File: src/rtl/demux_serial_driver_if.sv
// demux_serial_driver_if: word-in handshake plus the serial/select outputs
// that feed the 1:4 dataflow demux. The driver block sits on the slave
// modport; whatever supplies words (and watches the serial side) uses master.
interface demux_serial_driver_if #(
  parameter int WIDTH = 8
);
  logic             in_valid;
  logic             in_ready;
  logic [WIDTH-1:0] in_data;
  logic [1:0]       in_dest;
  logic             d;
  logic             s0;
  logic             s1;
  logic             busy;
  logic             done;

  modport master (
    output in_valid, in_data, in_dest,
    input  in_ready, d, s0, s1, busy, done
  );

  modport slave (
    input  in_valid, in_data, in_dest,
    output in_ready, d, s0, s1, busy, done
  );
endinterface

File: src/rtl/demux_serial_driver.sv
// demux_serial_driver: takes a parallel word and a 2-bit destination over a
// valid/ready handshake, shifts the word out MSB-first on d while s0/s1 stay
// fixed for the whole frame, then idles for GAP_CYCLES with the select held.
// Every output comes straight from a register.
// Optional build macro DEMUX_DRV_PARITY_EN appends one even-parity bit
// (XOR of the data bits) to every frame.
module demux_serial_driver #(
  parameter int WIDTH      = 8,
  parameter int GAP_CYCLES = 1
) (
  input logic                 clk,
  input logic                 rst_n,
  demux_serial_driver_if.slave bus
);

`ifdef DEMUX_DRV_PARITY_EN
  localparam int FRAME_BITS = WIDTH + 1;
`else
  localparam int FRAME_BITS = WIDTH;
`endif
  localparam int             CW       = $clog2(FRAME_BITS + 1);
  localparam logic [CW-1:0]  BIT_LAST = CW'(FRAME_BITS - 1);
  localparam bit             HAS_GAP  = (GAP_CYCLES > 0);
  localparam logic [3:0]     GAP_LAST = 4'((GAP_CYCLES > 0) ? GAP_CYCLES - 1 : 0);

  typedef enum logic [1:0] {
    S_IDLE  = 2'd0,
    S_SHIFT = 2'd1,
    S_GAP   = 2'd2
  } state_t;

  state_t           state_q, state_d;
  logic [WIDTH-1:0] shreg_q, shreg_d;
  logic [CW-1:0]    cnt_q, cnt_d;
  logic [3:0]       gap_cnt_q, gap_cnt_d;
  logic             d_q, d_d;
  logic             s0_q, s0_d;
  logic             s1_q, s1_d;
  logic             busy_q, busy_d;
  logic             done_q, done_d;
  logic             rdy_q, rdy_d;
  logic             tail_bit;

  // The bit that follows the data bits once the shift register empties:
  // the frame parity when enabled, otherwise nothing is ever shifted out of it.
`ifdef DEMUX_DRV_PARITY_EN
  assign tail_bit = ^bus.in_data;
`else
  assign tail_bit = 1'b0;
`endif

  // State and output registers; reset clears everything, including in_ready.
  always_ff @(posedge clk) begin
    if (!rst_n) begin
      state_q   <= S_IDLE;
      shreg_q   <= '0;
      cnt_q     <= '0;
      gap_cnt_q <= '0;
      d_q       <= 1'b0;
      s0_q      <= 1'b0;
      s1_q      <= 1'b0;
      busy_q    <= 1'b0;
      done_q    <= 1'b0;
      rdy_q     <= 1'b0;
    end else begin
      state_q   <= state_d;
      shreg_q   <= shreg_d;
      cnt_q     <= cnt_d;
      gap_cnt_q <= gap_cnt_d;
      d_q       <= d_d;
      s0_q      <= s0_d;
      s1_q      <= s1_d;
      busy_q    <= busy_d;
      done_q    <= done_d;
      rdy_q     <= rdy_d;
    end
  end

  // Next-state and next-output logic. Outputs are computed one cycle ahead
  // so that the registered values line up with the state they describe.
  always_comb begin
    state_d   = state_q;
    shreg_d   = shreg_q;
    cnt_d     = cnt_q;
    gap_cnt_d = gap_cnt_q;
    d_d       = 1'b0;
    s0_d      = s0_q;
    s1_d      = s1_q;
    busy_d    = busy_q;
    done_d    = 1'b0;
    rdy_d     = rdy_q;

    case (state_q)
      S_IDLE: begin
        s0_d   = 1'b0;
        s1_d   = 1'b0;
        busy_d = 1'b0;
        rdy_d  = 1'b1;
        // rdy_q (not rdy_d) gates the accept, so the first cycle after
        // reset only raises in_ready and never takes a word.
        if (bus.in_valid && rdy_q) begin
          state_d = S_SHIFT;
          // MSB goes out in the very next cycle; the rest waits in shreg
          // already shifted by one, with the tail bit filling the LSB.
          d_d     = bus.in_data[WIDTH-1];
          shreg_d = {bus.in_data[WIDTH-2:0], tail_bit};
          cnt_d   = '0;
          s0_d    = bus.in_dest[1];
          s1_d    = bus.in_dest[0];
          busy_d  = 1'b1;
          rdy_d   = 1'b0;
        end
      end

      S_SHIFT: begin
        // cnt_q is the index of the bit currently on d.
        if (cnt_q == BIT_LAST) begin
          done_d = 1'b1;
          if (HAS_GAP) begin
            state_d   = S_GAP;
            gap_cnt_d = '0;
          end else begin
            state_d = S_IDLE;
            s0_d    = 1'b0;
            s1_d    = 1'b0;
            busy_d  = 1'b0;
            rdy_d   = 1'b1;
          end
        end else begin
          d_d     = shreg_q[WIDTH-1];
          shreg_d = {shreg_q[WIDTH-2:0], 1'b0};
          cnt_d   = cnt_q + 1'b1;
        end
      end

      S_GAP: begin
        if (gap_cnt_q == GAP_LAST) begin
          state_d = S_IDLE;
          s0_d    = 1'b0;
          s1_d    = 1'b0;
          busy_d  = 1'b0;
          rdy_d   = 1'b1;
        end else begin
          gap_cnt_d = gap_cnt_q + 1'b1;
        end
      end

      default: begin
        state_d = S_IDLE;
        s0_d    = 1'b0;
        s1_d    = 1'b0;
        busy_d  = 1'b0;
        rdy_d   = 1'b0;
      end
    endcase
  end

  assign bus.in_ready = rdy_q;
  assign bus.d        = d_q;
  assign bus.s0       = s0_q;
  assign bus.s1       = s1_q;
  assign bus.busy     = busy_q;
  assign bus.done     = done_q;

endmodule

File: src/flat_wrapper.sv
// flat-port wrapper written by rule: the top's interface ports become plain ports
module demux_serial_driver_flat 
#(
  parameter int WIDTH      = 8,
  parameter int GAP_CYCLES = 1
)
  (clk, rst_n, bus_in_valid, bus_in_data, bus_in_dest, bus_in_ready, bus_d, bus_s0, bus_s1, bus_busy, bus_done);
  demux_serial_driver_if #(.WIDTH(WIDTH)) bus_i ();
  input logic clk;
  input logic rst_n;
  input wire logic [$bits(bus_i.in_valid)-1:0] bus_in_valid;
  input wire logic [$bits(bus_i.in_data)-1:0] bus_in_data;
  input wire logic [$bits(bus_i.in_dest)-1:0] bus_in_dest;
  output wire logic [$bits(bus_i.in_ready)-1:0] bus_in_ready;
  output wire logic [$bits(bus_i.d)-1:0] bus_d;
  output wire logic [$bits(bus_i.s0)-1:0] bus_s0;
  output wire logic [$bits(bus_i.s1)-1:0] bus_s1;
  output wire logic [$bits(bus_i.busy)-1:0] bus_busy;
  output wire logic [$bits(bus_i.done)-1:0] bus_done;
  assign bus_i.in_valid = bus_in_valid;
  assign bus_i.in_data = bus_in_data;
  assign bus_i.in_dest = bus_in_dest;
  assign bus_in_ready = bus_i.in_ready;
  assign bus_d = bus_i.d;
  assign bus_s0 = bus_i.s0;
  assign bus_s1 = bus_i.s1;
  assign bus_busy = bus_i.busy;
  assign bus_done = bus_i.done;
  demux_serial_driver #(.WIDTH(WIDTH), .GAP_CYCLES(GAP_CYCLES)) u_core (.clk(clk), .rst_n(rst_n), .bus(bus_i));
endmodule
File: config.mk
export PLATFORM = sky130hd
export DESIGN_NAME = demux_serial_driver_flat
export DESIGN_NICKNAME = d
export VERILOG_FILES = /design/src/rtl/demux_serial_driver_if.sv /design/src/rtl/demux_serial_driver.sv /design/src/flat_wrapper.sv
export SDC_FILE = /design/constraint.sdc
export NUM_CORES = 1
export LEC_CHECK = 0
export BUFFER_PORTS_ARGS = -buffer_cell sky130_fd_sc_hd__buf_2
export CAP_MARGIN = 0
export CORE_ASPECT_RATIO = 0.8
export CORE_MARGIN = 1.5
export CORE_UTILIZATION = 29
export CTS_CLUSTER_DIAMETER = 30
export DETAILED_ROUTE_END_ITERATION = 10
export GPL_TIMING_DRIVEN = 0
export PLACE_DENSITY = 0.56
export REMOVE_ABC_BUFFERS = 1
export SYNTH_ARGS = -nofsm -noshare
export SYNTH_HDL_FRONTEND = slang
export SYNTH_SLANG_ARGS = --single-unit
File: constraint.sdc
create_clock -name clk -period 1.7 [get_ports clk]
set_input_delay 0.255 -clock clk [delete_from_list [all_inputs] [get_ports clk]]
set_output_delay 0.255 -clock clk [all_outputs]
set_load 0.03 [all_outputs]
# Word level (Yosys, flattened, before mapping)
# Cells that the tools add are included.
# word_totals
ff_bits	24
input_bits	13
word_cells	58
# op_classes
addsub	2
n_eq_ne	8
muxes	27
bitwise	1
reduce_logical	10
# ops
cell	n
2-to-1 mux 4 bit	4
2-to-1 mux 8 bit	2
one-hot mux 4 bit (2 select lines)	2
one-hot mux 8 bit (2 select lines)	1
one-hot mux 1 bit (3 select lines)	4
2-to-1 mux 1 bit	9
AND reduction 3 bit	3
adder 4 x 1 -> 4 bit (second input constant)	2
2-to-1 mux 2 bit	3
!= test 2 x 1 -> 1 bit (second input constant)	3
one-hot mux 2 bit (3 select lines)	1
== test 4 x 3 -> 1 bit (second input constant)	1
zero test 4 bit	1
!= test 2 bit (second input constant)	2
AND reduction 2 bit	2
nonzero test 2 bit	2
== test 2 x 1 -> 1 bit (second input constant)	1
== test 2 bit (second input constant)	1
zero test 2 bit	1
one-hot mux 1 bit (2 select lines)	1
logical AND 1 bit	1
NOT 1 bit	1

# Logic depth before layout (Yosys ltp)
# Gate-level depths: netlist of run 1.
# logic_depth
word_depth	3
mapped_depth	6
mapped_depth_nobuf	5

# Least setup slack after synthesis of run 1
# Ideal clock, no wire load.
# synth_timing
kind	reg2reg
from	register u_core.cnt_q[0]
to	register u_core.shreg_q[3]
t_arrival_ns	1.207
t_required_ns	1.562
setup_slack_ns	0.355
stages_incl_launch_ff	6
n_path_buf	1
synth_period_minus_slack_ns	1.345
path_cell_list	dfxtp_1 > ha_1 > nand3b_1 > buf_2 > a211oi_1 > a311oi_2
# synth_between
elab_chain_cells	3
# synth_rtl
element	line_no	text
start, declared	demux_serial_driver.sv:34	logic [CW-1:0] cnt_q, cnt_d;
start signal, assigned	demux_serial_driver.sv:68	cnt_q <= cnt_d;
== test 4 x 3 -> 1 bit	demux_serial_driver.sv:117	if (cnt_q == BIT_LAST) begin
!= test 2 bit (no line)	-	
AND reduction 3 bit (no line)	-	
end signal, assigned	demux_serial_driver.sv:67	shreg_q <= shreg_d;
end, declared	demux_serial_driver.sv:33	logic [WIDTH-1:0] shreg_q, shreg_d;
# Every way passes these cells.
# A chain may end at the register's enable or synchronous reset.

# Worst setup path after layout of run 1
# layout_timing
from	register u_core.state_q[0]
to	register u_core.shreg_q[7]
# layout_between
elab_chain_cells	3
# layout_rtl
element	line_no	text
start, declared	demux_serial_driver.sv:32	state_t state_q, state_d;
start signal, assigned	demux_serial_driver.sv:66	state_q <= state_d;
== test 2 x 1 -> 1 bit or zero test 2 bit (tied branches)	demux_serial_driver.sv:93	case (state_q)
!= test 2 bit (no line), or another cell as far along	-	
AND reduction 3 bit (no line)	-	
# Several ways; a longest one is shown, not always the timed one.

==> results of run 1 <==
-- through the flow --
step / setup TNS [ns] / util (%)
floorplan: 0 / -
global placement: -1.28 / 32.8
detailed placement: -1.61 / 32.8
CTS: 0 / 34.5
global route: 0 / 34.8
finish: 0 / 34.8
-- synth_stat cells (2+ instances only) --
library cell	n
nor3_1	2
a21o_1	2
nand4bb_1	2
buf_6	4
nand3_1	7
a32o_1	2
o21ai_0	3
a211oi_1	6
ha_1	3
a311oi_2	6
nand2_1	17
buf_2	2
nor2_1	2
dfxtp_1	23
mux2i_1	2
a21oi_1	4
o31ai_1	2
inv_1	7
-- worst max-delay path, cell delays in order, from the launching register on --
cell	delay, ns
dfxtp_1	0.49
nor2b_4	0.35
a21o_1	0.41
a311oi_2	0.17
-- routing by layer --
layer / GRT usage, % / up-vias / routed length (um)
met5: 0 / - / 0
met1: 17.3 / 445 / 1300
met2: 21.5 / 14 / 1230
li1: - / 489 / -
met4: 2.91 / 0 / 8
met3: 4.72 / 2 / 99
-- kinds of logic (layout without fill, tap and decap cells) --
group / count (synthesis) / count (layout) / share of synthesized area [%]
buffers and inverters: 16 / 31 / 8.26
flip-flops: 23 / 23 / 39.5
AND/OR/NAND/NOR: 43 / 44 / 21.4
adder cells (fa/ha/maj): 3 / 3 / 3.22
AO/OA/AOI/OAI: 35 / 35 / 26.0
multiplexers: 2 / 2 / 1.72
-- state kept, by name (all words and copies together), names as in the netlist --
signal and cells:
u_core.bus.s1 1, u_core.state_q 2, u_core.gap_cnt_q 4, u_core.bus.d 1, u_core.bus.busy 1, u_core.bus.in_ready 1, u_core.cnt_q 4, u_core.shreg_q 7
u_core.bus.s0 1, u_core.bus.done 1
-- final cells by class --
class / instances / share of cell area (%)
clock buffers: 4 / 3.38
multi-input cells: 84 / 46.9
well taps: 55 / 5.16
inverters: 7 / 1.97
repair buffers: 20 / 7.89
flip-flops and latches: 23 / 34.6
-- repair_timing --
item	in CTS	in global routing
gates resized for setup	2	2
buffers inserted	2	0
setup endpoints to repair	13	12
pin swaps	1	0
gates cloned	0	1
-- how the worst max path moves through the flow --
stage | start | endpoint | slack, ns | cells past startpoint
3_5_place_dp | u_core.state_q[0]$_SDFFE_PN0P_ | u_core.shreg_q[7]$_SDFFE_PN0P_ | -0.18 | 3
2_1_floorplan | u_core.state_q[0]$_SDFFE_PN0P_ | u_core.shreg_q[2]$_SDFFE_PN0P_ | 0.18 | 3
6_report | u_core.state_q[0]$_SDFFE_PN0P_ | u_core.shreg_q[7]$_SDFFE_PN0P_ | 0.14 | 3
4_1_cts | u_core.state_q[0]$_SDFFE_PN0P_ | u_core.shreg_q[7]$_SDFFE_PN0P_ | 0.008 | 3
5_1_grt | u_core.cnt_q[0]$_SDFFE_PN0P_ | u_core.shreg_q[3]$_SDFFE_PN0P_ | 0.03 | 5
3_3_place_gp | u_core.cnt_q[0]$_SDFFE_PN0P_ | u_core.shreg_q[7]$_SDFFE_PN0P_ | -0.13 | 4
-- where the power goes --
part | switching [mW] | internal (mW)
Clock | 0.173 | 0.167
Sequential | 0.0259 | 0.572
Combinational | 0.117 | 0.0788
==> run_results.csv, run 1 <==
group,metric,value,unit
status,status,"completed",
cells_and_area,finalNonFillerCells,193,
power,fin_total_pwr,1.13,mW
cells_and_area,layout_commonest_cell,"dfxtp_1",
yosys,async_flop_share,0,%
placement,gp_congestion,0.733,
critical_path,crit_type,"reg2reg",
placement,numPlacedInstances,186,
routing,vias,950,
cells_and_area,final_nets,155,
clock_tree,cts.root.buffer_cell,"clkbuf_8",
timing,fin_skew,0.00227,ns
cells_and_area,syn_to_final_growth,14.3,%
clock_tree,htree_levels,1,
critical_path,r2r_cells,3,
min_path,hold_depth,2,
clock_tree,cts.sinks,23,
yosys,yosysTopAreaCell,"dfxtp_1",
cells_and_area,multi_input_area,626,sq um
clock_tree,ctsLongestPathBuffers,2,
global_route,grt_first_pass_wirelength,4.43,mm
floorplanning,die_area,4410,sq um
yosys,synth_seq_cells,23,
min_path,hold_start,"bus_in_dest[0]",
routing,drtIter0Drc,56,
yosys,ys_types,44,
critical_path,critPathRequiredTime,1.82,ns
cells_and_area,regArea,462,sq um
cells_and_area,diodes,0,
timing,rsz0062_at_grt,"false",
yosys,syn-mean-instance-area,9.56,sq um
clock_tree,postCtsHoldBufs,0,
critical_path,crit_fanout,10,
floorplanning,start_util,30.5,%
yosys,synth_area_leaders,"dfxtp_1 39%, a311oi_2 7.7%, nand2_1 5.5%, a211oi_1 3.9%, buf_6 3.9%",
timing,slew_headroom,55.6,%
timing,timing.hold.ws,0.206,ns
global_route,overflow,0,
critical_path,r2r_end,"u_core.shreg_q[7]$_SDFFE_PN0P_",
yosys,ys_seq_area_share,39.5,%
critical_path,ff2ff_setup_slack,0.14,ns
cells_and_area,final_area,1330,sq um
timing,finalCritPeriodShare,91.8,%
placement,portBuffers,18,
routing,wl_per_cell,13.7,um
run,max_cap_viol_count,0,
global_route,grt_max_degree,21,
routing,firstDrtPassIters,4,
floorplanning,die_h,59.7,um
yosys,synth-edff-count,0,
power,p_leak,0.497,nW
yosys,ys.flop_type,"dfxtp_1",
cells_and_area,layout-drive-gt1-share,26.8,%
clock_tree,cts_tree,"yes",
floorplanning,rows,20,
floorplanning,core,3830,sq um
clock_tree,cts_made_buffers,3,
placement,detailedPlace.worstSlack,-0.183,ns
timing,period_minus_slack,1.56,ns
yosys,yosysTopAreaCellShare,39.5,%
yosys,yosys_warnings,0,
critical_path,r2r-start,"u_core.state_q[0]$_SDFFE_PN0P_",
timing,max_freq,641,MHz
critical_path,end_kind,"register",
timing,slew_violations,0,
floorplanning,die_x,73.9,um
global_route,grt_usage,13.4,%
min_path,hold_end,"u_core.bus.s1$_SDFFE_PN0P_",
global_route,grt_antenna_before_repair,0,
clock_tree,clock_latency,0.26,ns
cells_and_area,final_cell_mix,"22 x dfxtp_1, 18 x buf_2, 17 x nand2_1",
routing,antenna_left,0,
critical_path,worstSetupStartpointType,"register",
critical_path,arrival,1.68,ns
routing,drc,0,
timing,setup_ws,0.139,ns
yosys,syn_inst,122,
timing,finalHoldViolations,0,
placement,placed_cell_area,1250,sq um
routing,routed_wl,2.64,mm
floorplanning,pin_count,19,
yosys,syn_area,1170,sq um
power,max-vdd-ir-drop,262,uV
min_path,holdCritPathClass,"in2reg",
placement,dp_hpwl,1.76,mm
global_route,first_global_vias,960,
power,pwr_density_cell,851,nW/um^2
clock_tree,path_clk_slew,0.08,ns
timing,worst-slew-pin-transition,0.666,ns
cells_and_area,num-fill-cells,422,
routing,vias_per_cell,4.92,
timing,setup_violations,0,
(Power assumes the default switching activity.)
==> inputs of run 2 (changes only) <==
Settings changed: ABC_AREA set to 1.
==> run_results.csv, run 2 <==
group,metric,value,unit
clock_tree,cts.root.buffer_cell,"clkbuf_8",
floorplanning,pin_count,19,
cells_and_area,finalNonFillerCells,223,
min_path,holdCritPathClass,"in2reg",
yosys,synth-edff-count,0,
yosys,syn_area,1120,sq um
cells_and_area,syn_to_final_growth,16.3,%
cells_and_area,final_area,1310,sq um
power,fin_total_pwr,1.08,mW
placement,dp_hpwl,1.69,mm
clock_tree,path_clk_slew,0.08,ns
global_route,grt_first_pass_wirelength,3.95,mm
clock_tree,post-cts-setup-buffers,0,
critical_path,max_stage_delay,0.41,ns
cells_and_area,num-fill-cells,424,
timing,slew_headroom,74.9,%
yosys,synth_area_leaders,"dfxtp_1 41%, nand2_1 14%, nor2_1 8.4%, nand3_1 5.8%, inv_1 4.7%",
placement,numPlacedInstances,219,
cells_and_area,final_cell_mix,"43 x nand2_1, 25 x nor2_1, 23 x dfxtp_1",
routing,drtIter0Drc,31,
critical_path,arrival,1.47,ns
global_route,first_global_vias,920,
cells_and_area,multi_input_area,583,sq um
min_path,hold_start,"bus_in_dest[0]",
critical_path,cp_slowest_cell,"dfxtp_1",
critical_path,worstSetupStartpointType,"register",
cells_and_area,top_register,"u_core.shreg_q",
timing,finalHoldViolations,0,
critical_path,ff2ff_setup_slack,0.40,ns
timing,slew_violations,0,
routing,vias,1001,
yosys,syn_inst,159,
critical_path,r2r_cells,8,
yosys,yosysTopAreaCell,"dfxtp_1",
floorplanning,die_area,4250,sq um
timing,worst-slew-pin-transition,0.376,ns
clock_tree,htree_levels,1,
floorplanning,die_x,72.6,um
timing,period_minus_slack,1.30,ns
routing,firstDrtPassIters,4,
placement,placed_cell_area,1260,sq um
global_route,overflow,0,
yosys,yosysTopAreaCellShare,41.0,%
routing,wl_per_cell,10.1,um
yosys,synth_common_cells,"43 x nand2_1, 25 x nor2_1, 23 x dfxtp_1",
critical_path,end_kind,"register",
yosys,syn-mean-instance-area,7.06,sq um
yosys,synthSimpleGateAreaFrac,40.6,%
cells_and_area,regArea,460,sq um
yosys,async_flop_share,0,%
routing,drc,0,
placement,gp_congestion,0.728,
cells_and_area,largest_register_ffs,7,
clock_tree,cts_tree,"yes",
yosys,ys_seq_area_share,41.0,%
clock_tree,cts_made_buffers,3,
timing,setup_violations,0,
routing,antenna_left,0,
timing,max_freq,770,MHz
timing,rsz0062_at_grt,"false",
routing,routed_wl,2.25,mm
yosys,yosysMostFrequentCell,"nand2_1",
power,pwr_density_cell,826,nW/um^2
yosys,synth_compound_area_share,8.03,%
floorplanning,die_h,58.6,um
critical_path,crit_buf_inv,2,
yosys,synth_seq_cells,23,
yosys,synth_xor_area_share,0,%
yosys,synthAdderAreaFrac,3.34,%
power,p_leak,0.605,nW
critical_path,critical_path.top_delay_family,"simple AND/OR/NAND/NOR gates",
placement,portBuffers,18,
critical_path,critPathRequiredTime,1.87,ns
global_route,grt_usage,11.7,%
timing,finalCritPeriodShare,76.4,%
yosys,synth_top_family_by_area,"simple AND/OR/NAND/NOR gates",
yosys,synthMuxAreaShare,0,%
timing,fin_skew,0.00437,ns
clock_tree,cts.sinks,23,
yosys,yosys_warnings,0,
yosys,ys_types,21,
status,status,"completed",
clock_tree,ctsLongestPathBuffers,2,
min_path,hold_end,"u_core.bus.s1$_SDFFE_PN0P_",
floorplanning,start_util,29.9,%
critical_path,r2r_end,"u_core.gap_cnt_q[1]$_SDFFE_PN0P_",
min_path,hold_depth,3,
cells_and_area,layout-drive-gt1-share,20.7,%
critical_path,r2r-start,"u_core.gap_cnt_q[0]$_SDFFE_PN0P_",
run,max_cap_viol_count,0,
critical_path,crit_fanout,6,
cells_and_area,layout_commonest_cell,"nand2_1",
critical_path,path_cells,"inv_1 -> ha_1 -> nand3_1 -> nand2_2 -> nand2_2 -> inv_1 -> nor2_1 -> nor2_1",
yosys,ys.flop_type,"dfxtp_1",
clock_tree,clock_latency,0.26,ns
clock_tree,ctsResizeCount,0,
routing,vias_per_cell,4.49,
cells_and_area,diodes,0,
power,max-vdd-ir-drop,465,uV
floorplanning,core,3750,sq um
critical_path,crit_type,"reg2reg",
cells_and_area,final_nets,196,
floorplanning,rows,20,
clock_tree,postCtsHoldBufs,0,
timing,final.setup.tns,0,ns
global_route,grt_antenna_before_repair,0,
cells_and_area,top_regs,"u_core.shreg_q x7, u_core.cnt_q x4, u_core.gap_cnt_q x4",
global_route,grt_max_degree,14,
-- run 2: metrics by stage --
stage	hold WS (ns)	setup slack (ns)	utilization [%]
after global routing	0.235	0.264	34.8
after floorplan	0.378	0.554	-
after detailed placement	0.455	0.415	33.5
after global placement	0.448	0.417	33.5
after CTS	0.232	0.399	34.8
final	0.237	0.400	34.8
-- run 2: cells by family (layout without fill, tap and decap cells) --
kind of cell / count (synthesis) / count (layout)
simple gates: 95 / 95
flops: 23 / 23
buf+inv: 20 / 40
compound gates: 18 / 18
fa+ha+maj: 3 / 3
-- run 2: how the worst max path moves through the flow --
stage          cells past startpoint  slack (ns)                                to                        startpoint
2_1_floorplan                      8        0.55  u_core.gap_cnt_q[1]$_SDFFE_PN0P_  u_core.gap_cnt_q[0]$_SDFFE_PN0P_
3_3_place_gp                       8        0.42  u_core.gap_cnt_q[1]$_SDFFE_PN0P_  u_core.gap_cnt_q[0]$_SDFFE_PN0P_
3_5_place_dp                       8        0.41  u_core.gap_cnt_q[1]$_SDFFE_PN0P_  u_core.gap_cnt_q[0]$_SDFFE_PN0P_
4_1_cts                            8        0.40  u_core.gap_cnt_q[1]$_SDFFE_PN0P_  u_core.gap_cnt_q[0]$_SDFFE_PN0P_
5_1_grt                            6        0.26    u_core.shreg_q[3]$_SDFFE_PN0P_      u_core.cnt_q[0]$_SDFFE_PN0P_
6_report                           8        0.40  u_core.gap_cnt_q[1]$_SDFFE_PN0P_  u_core.gap_cnt_q[0]$_SDFFE_PN0P_
-- run 2: worst register-to-register path: stages (launching register included) --
cell     delay (ns)
dfxtp_1        0.41
inv_1          0.08
ha_1           0.20
nand3_1        0.11
nand2_2        0.12
nand2_2        0.10
inv_1          0.05
nor2_1         0.09
nor2_1         0.04
-- run 2: metal layers --
| layer | GRT usage (%) | vias up | wire (um) |
|---|---|---|---|
| met1 | 16.3 | 436 | 1250 |
| li1 | - | 541 | - |
| met3 | 4.28 | 2 | 119 |
| met2 | 17.8 | 22 | 868 |
| met5 | 0 | - | 0 |
| met4 | 1.62 | 0 | 10 |
-- run 2: cell type report --
class,instances,share of cell area (%)
Clock buffer,3,3.16
Sequential cell,23,35.3
Inverter,18,5.37
Tap cell,44,4.22
Clock inverter,1,0.384
Timing Repair Buffer,18,6.90
Multi-Input combinational cell,116,44.7
-- run 2: report_power, final --
part,total [mW],internal [mW],switching [mW]
clock,0.334,0.163,0.170
combinational,0.157,0.0539,0.103
sequential,0.587,0.568,0.0185
total,1.08,0.786,0.292
==> inputs of run 3 (changes only) <==
Settings changed: PLACE_DENSITY 0.56 to 0.57.
Clock period 1.7 ns to 1.1 ns, I/O delays scaled along.
==> run_results.csv, run 3 (same netlist as run 2, synthesis figures left out) <==
group,metric,value,unit
critical_path,arrival,1.32,ns
floorplanning,pin_count,19,
timing,final.setup.tns,-0.125,ns
clock_tree,htree_levels,1,
routing,met3_length,129,um
timing,setup_violations,8,
timing,period_minus_slack,1.13,ns
timing,slew_violations,0,
routing,vias,1029,
timing,slew_headroom,72.4,%
critical_path,crit_type,"reg2reg",
timing,max_freq,884,MHz
timing,timing.hold.ws,0.145,ns
routing,drtIter0Drc,52,
cells_and_area,regArea,477,sq um
routing,drc,0,
global_route,overflow,0,
routing,firstDrtPassIters,4,
cells_and_area,largest_register_ffs,7,
placement,dp_hpwl,1.67,mm
clock_tree,cts.sinks,23,
power,pwr_density_cell,1130,nW/um^2
critical_path,end_kind,"register",
routing,route.met2.wl,1.06,mm
power,p_switching,502,uW
routing,routed_wl,2.57,mm
power,max-vdd-ir-drop,590,uV
cells_and_area,top_register,"u_core.shreg_q",
timing,rsz0062_at_grt,"true",
timing,finalHoldViolations,0,
floorplanning,die_area,4250,sq um
placement,gp_congestion,0.759,
cells_and_area,final_cell_mix,"42 x nand2_1, 18 x buf_2, 17 x nor2_1",
run,max_cap_viol_count,0,
floorplanning,core,3750,sq um
timing,finalCritPeriodShare,103,%
placement,portBuffers,18,
cells_and_area,num-fill-cells,390,
clock_tree,cts_made_buffers,3,
cells_and_area,syn_to_final_growth,38.8,%
global_route,grt_usage,13.4,%
critical_path,crit_fanout,4,
clock_tree,cts.root.buffer_cell,"clkbuf_8",
timing,setup_ws,-0.0306,ns
clock_tree,ctsLongestPathBuffers,2,
floorplanning,die_x,72.6,um
cells_and_area,layout-drive-gt1-share,38.4,%
power,internal_power,1.26,mW
placement,numPlacedInstances,219,
power,p_seq_share,51.8,%
timing,worst-slew-pin-transition,0.413,ns
global_route,grt_first_pass_wirelength,4.41,mm
cells_and_area,finalNonFillerCells,234,
power,fin_total_pwr,1.76,mW
routing,vias_per_cell,4.40,
global_route,grt_antenna_before_repair,0,
critical_path,critPathRequiredTime,1.29,ns
routing,antenna_left,0,
clock_tree,clock_latency,0.26,ns
clock_tree,path_clk_slew,0.08,ns
status,status,"finished with violations",
power,switching_share,28.4,%
cells_and_area,top_regs,"u_core.shreg_q x7, u_core.cnt_q x4, u_core.gap_cnt_q x4",
routing,top_layer,"met4",
floorplanning,start_util,29.9,%
min_path,holdCritPathClass,"in2reg",
status,violations,"negative setup slack",
power,p_leak,0.701,nW
cells_and_area,multi_input_area,727,sq um
global_route,first_global_vias,974,
global_route,grt_max_degree,14,
floorplanning,rows,20,
cells_and_area,utilization,41.5,%
power,p_comb_share,18.4,%
clock_tree,cts_tree,"yes",
cells_and_area,final_nets,207,
routing,wl_per_cell,11.0,um
critical_path,worstSetupStartpointType,"register",
routing,m1WireLength,1.36,mm
cells_and_area,layout_commonest_cell,"nand2_1",
floorplanning,die_h,58.6,um
power,p_clk_share,29.8,%
cells_and_area,diodes,0,
timing,fin_skew,0.00209,ns
## run 3: cell types whose count changed in the layout (fill, tap and decap cells not counted), moves of 4 or more
cell	delta
nand2_4	+4
dfxtp_2	+4
nor2_2	+6
dfxtp_1	-7
nor2_1	-8
buf_4	+7
o21ai_1	+7
o21ai_0	-8
## run 3: worst max-delay path, stage by stage (launching register included)
cell and delay (ns):
dfxtp_2 0.36, ha_4 0.16, nand3_4 0.11, nand2_8 0.11
buf_4 0.11, nand3_1 0.06, a21oi_1 0.14
## run 3: cell type report
class,instances,share of cell area [%]
timing repair buffer,28,11.3
clock buffer,4,2.89
inverter,18,4.98
sequential,23,30.6
tap,44,3.53
multi-input combinational,117,46.7
## run 3: per-layer routing
| layer | vias to the layer above | track usage [%] |
|---|---|---|
| li1 | 570 | - |
| met1 | 433 | 18.2 |
| met2 | 24 | 21.0 |
| met3 | 2 | 4.45 |
| met4 | 0 | 2.43 |
| met5 | - | 0 |
## run 3: power groups by stage
stage          combinational (mW)  sequential, mW  clock, mW
2_1_floorplan               0.154           0.941          0
3_3_place_gp                0.245           0.926          0
3_5_place_dp                0.244           0.926          0
4_1_cts                     0.282           0.912      0.552
5_1_grt                     0.364           0.919      0.581
6_report                    0.324           0.913      0.526
## run 3: per-stage QoR
step                      worst slack (ns)  area, sq um
final                              -0.0306         1560
after global routing                -0.127         1560
after CTS                          -0.0418         1420
after detailed placement            -0.179         1260
after global placement              -0.191         1260
after floorplan                    -0.0460         1110
## run 3: what timing repair did
item / in CTS / in global routing
setup buffers: 8 / 2
hold buffers: 0 / 0
gates resized for setup: 28 / 27
pin swaps: 7 / 14
endpoints found under the setup margin: 22 / 22
gates cloned: 0 / 1
## run 3: final timing paths
| path | cells past startpoint | from | slack, ns | end |
|---|---|---|---|---|
| min reg2reg | 2 | u_core.bus.s1$_SDFFE_PN0P_ | 0.46 | u_core.bus.s1$_SDFFE_PN0P_ |
| max | 6 | u_core.cnt_q[0]$_SDFFE_PN0P_ | -0.03 | u_core.cnt_q[2]$_SDFFE_PN0P_ |
| min | 3 | bus_in_dest[0] | 0.14 | u_core.bus.s1$_SDFFE_PN0P_ |
| max reg2reg | 6 | u_core.cnt_q[0]$_SDFFE_PN0P_ | -0.03 | u_core.cnt_q[2]$_SDFFE_PN0P_ |
